<file path="config.mk">
export PLATFORM = sky130hd
export DESIGN_NAME = irqgen_timed
export DESIGN_NICKNAME = d
export VERILOG_FILES = /design/src/rtl/irqgen_timed.sv
export SDC_FILE = /design/constraint.sdc
export NUM_CORES = 1
export LEC_CHECK = 0
export CAP_MARGIN = 20
export CORE_ASPECT_RATIO = 0.6
export CORE_UTILIZATION = 49
export DETAILED_ROUTE_END_ITERATION = 12
export GPL_TIMING_DRIVEN = 0
export PLACE_DENSITY_LB_ADDON = 0.05
export SYNTH_ARGS = -nofsm -noshare
export SYNTH_HDL_FRONTEND = slang
export SYNTH_SLANG_ARGS = --single-unit
</file>
<file path="constraint.sdc">
create_clock -name clk_i -period 3.4 [get_ports clk_i]
set_input_delay 0.34 -clock clk_i [delete_from_list [all_inputs] [get_ports clk_i]]
set_output_delay 0.34 -clock clk_i [all_outputs]
set_load 0.02 [all_outputs]
</file>
<file path="src/rtl/irqgen_timed.sv">
// Register-programmed interrupt generator: a COMMIT snapshots STAGE and, DELAY+1
// cycles later, raises those irq_o lines (once, or every DELAY+1 cycles when periodic).
module irqgen_timed #(
    parameter int          NumIrqs  = 3,
    parameter int          CntWidth = 32,
    parameter logic [31:0] BaseAddr = 32'h2000
) (
    input  logic               clk_i,
    input  logic               rst_i,
    input  logic               req_i,
    output logic               gnt_o,
    input  logic [31:0]        addr_i,
    input  logic               we_i,
    input  logic [31:0]        wdata_i,
    input  logic [31:0]        strb_i,
    output logic [31:0]        rdata_o,
    output logic               rvalid_o,
    output logic [NumIrqs-1:0] irq_o,
    output logic               busy_o
);

    localparam logic [0:0] ST_IDLE  = 1'b0;
    localparam logic [0:0] ST_COUNT = 1'b1;

    localparam logic [2:0] REG_STAGE  = 3'd0;
    localparam logic [2:0] REG_DELAY  = 3'd1;
    localparam logic [2:0] REG_MODE   = 3'd2;
    localparam logic [2:0] REG_COMMIT = 3'd3;
    localparam logic [2:0] REG_CLEAR  = 3'd4;
    localparam logic [2:0] REG_CANCEL = 3'd5;
    localparam logic [2:0] REG_STATUS = 3'd6;

    // STATUS carries irq_o from bit 8 upward; lines that do not fit in 32 bits are not shown.
    localparam int StatIrqs = (NumIrqs < 24) ? NumIrqs : 24;

    logic [0:0]          r_state;
    logic [NumIrqs-1:0]  r_stage;
    logic [NumIrqs-1:0]  r_shadow;
    logic [NumIrqs-1:0]  r_irq;
    logic [CntWidth-1:0] r_delay;
    logic [CntWidth-1:0] r_cnt;
    logic                r_mode;
    logic [31:0]         r_rdata;
    logic                r_rvalid;

    logic [31:0]         w_offset;
    logic [2:0]          w_idx;
    logic                w_mapped;
    logic                w_wr;
    logic                w_rd;
    logic                w_wr_stage;
    logic                w_wr_delay;
    logic                w_wr_mode;
    logic                w_wr_clear;
    logic                w_commit;
    logic                w_cancel;
    logic                w_fire;
    logic [NumIrqs-1:0]  w_clr;
    logic [NumIrqs-1:0]  w_set;
    logic [31:0]         w_rdata;

    assign w_offset = addr_i - BaseAddr;
    assign w_idx    = w_offset[5:3];
    assign w_mapped = (w_offset[31:6] == '0) && (w_offset[2:0] == 3'd0) && (w_idx != 3'd7);

    assign w_wr       = req_i && we_i && w_mapped;
    assign w_rd       = req_i && !we_i;
    assign w_wr_stage = w_wr && (w_idx == REG_STAGE);
    assign w_wr_delay = w_wr && (w_idx == REG_DELAY);
    assign w_wr_mode  = w_wr && (w_idx == REG_MODE);
    assign w_wr_clear = w_wr && (w_idx == REG_CLEAR);
    assign w_commit   = w_wr && (w_idx == REG_COMMIT) && (strb_i != '0);
    assign w_cancel   = w_wr && (w_idx == REG_CANCEL) && (strb_i != '0);

    // A COMMIT or CANCEL landing on the due cycle pre-empts the old countdown's fire.
    assign w_fire = (r_state == ST_COUNT) && (r_cnt == '0) && !w_commit && !w_cancel;
    assign w_clr  = w_wr_clear ? (wdata_i[NumIrqs-1:0] & strb_i[NumIrqs-1:0]) : '0;
    assign w_set  = w_fire ? r_shadow : '0;

    always_comb begin
        w_rdata = '0;
        if (w_mapped) begin
            case (w_idx)
                REG_STAGE:  w_rdata[NumIrqs-1:0]  = r_stage;
                REG_DELAY:  w_rdata[CntWidth-1:0] = r_delay;
                REG_MODE:   w_rdata[0]            = r_mode;
                REG_STATUS: begin
                    w_rdata[0]             = (r_state == ST_COUNT);
                    w_rdata[8 +: StatIrqs] = r_irq[StatIrqs-1:0];
                end
                default:    w_rdata = '0;
            endcase
        end
    end

    always_ff @(posedge clk_i) begin
        if (rst_i) begin
            r_state  <= ST_IDLE;
            r_stage  <= '0;
            r_shadow <= '0;
            r_irq    <= '0;
            r_delay  <= '0;
            r_cnt    <= '0;
            r_mode   <= 1'b0;
            r_rdata  <= '0;
            r_rvalid <= 1'b0;
        end else begin
            r_rvalid <= w_rd;
            r_rdata  <= w_rd ? w_rdata : '0;

            if (w_wr_stage) begin
                r_stage <= (r_stage & ~strb_i[NumIrqs-1:0]) | (wdata_i[NumIrqs-1:0] & strb_i[NumIrqs-1:0]);
            end
            if (w_wr_delay) begin
                r_delay <= (r_delay & ~strb_i[CntWidth-1:0]) | (wdata_i[CntWidth-1:0] & strb_i[CntWidth-1:0]);
            end
            if (w_wr_mode) begin
                r_mode <= (r_mode & ~strb_i[0]) | (wdata_i[0] & strb_i[0]);
            end

            // Set wins over clear when both touch the same line.
            r_irq <= (r_irq & ~w_clr) | w_set;

            if (w_commit) begin
                r_shadow <= r_stage;
                r_cnt    <= r_delay;
                r_state  <= ST_COUNT;
            end else if (w_cancel) begin
                r_state <= ST_IDLE;
            end else if (r_state == ST_COUNT) begin
                if (r_cnt != '0) begin
                    r_cnt <= r_cnt - CntWidth'(1);
                end else if (r_mode) begin
                    r_cnt <= r_delay;
                end else begin
                    r_state <= ST_IDLE;
                end
            end
        end
    end

    assign gnt_o    = 1'b1;
    assign rdata_o  = r_rdata;
    assign rvalid_o = r_rvalid;
    assign irq_o    = r_irq;
    assign busy_o   = (r_state == ST_COUNT);

endmodule

</file>
==> reports/metrics.cfg <==
[drt]
route.antenna.remaining_nets = 0
vias = 5930
route.detailed.drc = 0
avgViaCountPerCell = 6.00
drt_pass1_iterations = 5
routed_wl_mm = 19.3
avgRoutedWirePerCell_um = 19.5
drtIter0Drc = 740

[layout]
drive_gt1_frac = 0.0882
finalInstanceArea_um2 = 7310
diodes = 0
final_util = 0.693
fin_nets = 948
syn_to_final_growth_pct = 37.6

[floorplanning]
die_w_um = 136
die_h_um = 82.7
rows = 29
ios = 138
die_area_um2 = 11300
start_util = 0.503
core_area_um2 = 10600

[power_and_ir_drop]
power_density_nw_per_um2 = 351
vdd_drop_max_mv = 0.288
leakagePower_nw = 2.54

[timing]
whs_ns = 0.473
relSlewSlack = 0.193
hold_viol = 0
period_needed_ns = 3.42
tightest_slew_ns = 1.18
skew_ns = 0.00909
fmax_ghz = 0.292
setup_violations = 1
slew_viol_final = 0
fin_ws_ns = -0.0219
post-route-period-util = 1.01

[clock_tree]
path_clk_slew_ns = 0.08
root_buffer = clkbuf_16
cts_max_path_buffers = 2
clock-sinks = 108
clock_latency_ns = 0.35
numCtsBuffers = 9
h-tree-depth = 3
cts_tree = yes

[worst_setup_path]
end_kind = flip-flop
rr_endpoint = r_cnt[28]
worstPathMaxFanout = 10
cp.required_ns = 3.60
cp_slowest_cell = nor4_2
worstSetupPathType = in -> reg
r2r_cells = 11
start_kind = primary input
crit_top_cell = buf_6
regToRegStartpoint = r_cnt[8]
rrSetupSlack_ns = 0.15
slowest_delay_ns = 0.59
crit_arrival_ns = 3.63
cp_cell_sequence = clkdlybuf4s50_1, nor4_1, nand4_1, nor4_2, nand3_4, o31a_1, or3_1, buf_6, buf_6, a21oi_1, a211oi_2

[grt]
track_usage = 0.341
grt_max_degree = 20
overflow = 0
antenna_found_initial = 0
global_route.peak_usage_layer = met1
grt_util_met2 = 0.463
met1_usage = 0.492
use_met3 = 0.121
grt_pass1_vias = 5300
grt_pass1_wl_mm = 28.4

[job]
drv_cap = 0

[yosys]
yosys_warnings = 0
synth.distinct_cells = 58
syn_avg_cell_area_um2 = 7.69
ys_seq_area_frac = 0.407
synth_cells = 691
synth-main-ff-cell = dfxtp_1
synth.net_count = 794
ys_ff_latch = 108
synth_edf_count = 0
async_flop_share = 0
post_synth_instance_area_um2 = 5320

[placement]
dpl.hpwl_mm = 14.4
portBuffers = 135
placed_area_um2 = 6840
place_congestion = 0.949

[worst_hold_path]
min_path_cells = 2
hold_path.class = reg -> reg

[run_status]
status = complete, but fails checks
violations = negative setup slack

[final cells by class]
cell class / instances / area, um2
fillers: 840 / 3240
multi-input cells: 535 / 3030
flip-flops and latches: 108 / 2160
repair buffers: 143 / 1410
clock buffers: 10 / 229
plain buffers: 36 / 190
well taps: 139 / 174
clock inverters: 6 / 77.6
inverters: 12 / 45.0
[worst max-delay path by stage]
stage	startpoint	to	slack, ns
final	addr_i[16]	r_cnt[28]	-0.02
after detailed placement	addr_i[13]	r_cnt[12]	-1.25
after floorplan	addr_i[13]	r_cnt[21]	0.39
after CTS	addr_i[13]	r_cnt[12]	0.003
after global routing	addr_i[16]	r_cnt[12]	-0.19
after global placement	addr_i[13]	r_cnt[12]	-1.25
[logic make-up after synthesis]
logic type | Yosys count | share of synthesized area
xor+xnor | 4 | 0.00659
fa+ha+maj | 3 | 0.00706
buf+inv | 48 | 0.0391
compound gates | 148 | 0.170
flops | 108 | 0.407
mux | 14 | 0.0275
simple gates | 365 | 0.342
other cells | 1 | 0.000706
[cells in the mapped netlist, drive strengths merged, types with 3 or more instances]
cell type / n / area (um2)
dfxtp: 108 / 2160
nand2: 104 / 390
a21oi: 72 / 360
nor2: 64 / 240
nand3: 53 / 270
o21ai: 40 / 200
and2: 36 / 225
clkbuf: 26 / 97.6
nor4: 26 / 169
nor3: 25 / 125
nand4: 14 / 87.6
inv: 12 / 45.0
a211oi: 11 / 103
buf: 10 / 65.1
mux2i: 9 / 90.1
or3: 9 / 56.3
or4: 9 / 71.3
or2: 7 / 43.8
mux2: 5 / 56.3
a22oi: 3 / 22.5
a41oi: 3 / 33.8
ha: 3 / 37.5
nand3b: 3 / 22.5
nor3b: 3 / 22.5
o21a: 3 / 22.5
xnor2: 3 / 26.3
[through the flow]
stage	setup TNS, ns	instances	setup slack (ns)	total power [W]
after floorplan	0	691	0.391	0.00134
after global placement	-46.46	965	-1.25	0.00149
after detailed placement	-48.82	965	-1.25	0.00149
after CTS	0	981	0.00282	0.00257
after global routing	-6.16	989	-0.192	0.00264
final	-0.0219	989	-0.0219	0.00257
[what timing repair did]
action,in CTS,in global routing
endpoints found under the setup margin,51,80
setup buffers,0,8
hold endpoints to repair,0,0
pin swaps,1,6
hold buffers,0,0
gates resized for setup,14,20
cloned,0,0
[routing by layer]
layer	vias up	routed length (um)
met5	-	0
met1	2697	8660
met4	0	511
li1	2764	-
met2	410	7410
met3	59	2700
[critical path, delay by kind of cell]
kind                   cells  cell delay, ns
AOI/OAI and AO/OA          3            0.58
buffers and inverters      3            0.80
and+or+nand+nor            5            1.89
[cell usage in the layout (no fill, tap or decap), drive strengths merged, types with 2 or more instances in the layout]
cell / Yosys / layout
and3: 2 / 2
nand2: 104 / 104
or4: 9 / 9
or2: 7 / 7
nand2b: 2 / 2
a211oi: 11 / 11
o22ai: 2 / 2
nor3: 25 / 25
o31a: 2 / 2
nand3b: 3 / 3
o21a: 3 / 3
nor2b: 2 / 2
buf: 10 / 18
clkbuf: 26 / 36
a21oi: 72 / 72
mux2: 5 / 5
o21ai: 40 / 40
inv: 12 / 15
nor4: 26 / 26
ha: 3 / 3
or3: 9 / 9
nor3b: 3 / 3
xnor2: 3 / 3
a22oi: 3 / 3
and2: 36 / 36
a41oi: 3 / 3
a31o: 2 / 2
mux2i: 9 / 9
clkdlybuf4s50: 0 / 135
a2111oi: 2 / 2
nand3: 53 / 53
nand4: 14 / 14
dfxtp: 108 / 108
nor2: 64 / 64
[power by group]
part	switching [W]	internal, W	leakage [nW]
sequential	0.000000205	0.00126	0.869
combinational	0.0000905	0.000120	1.52
clock	0.000508	0.000587	0.147
No activity file was read; power rests on OpenSTA's default activity.
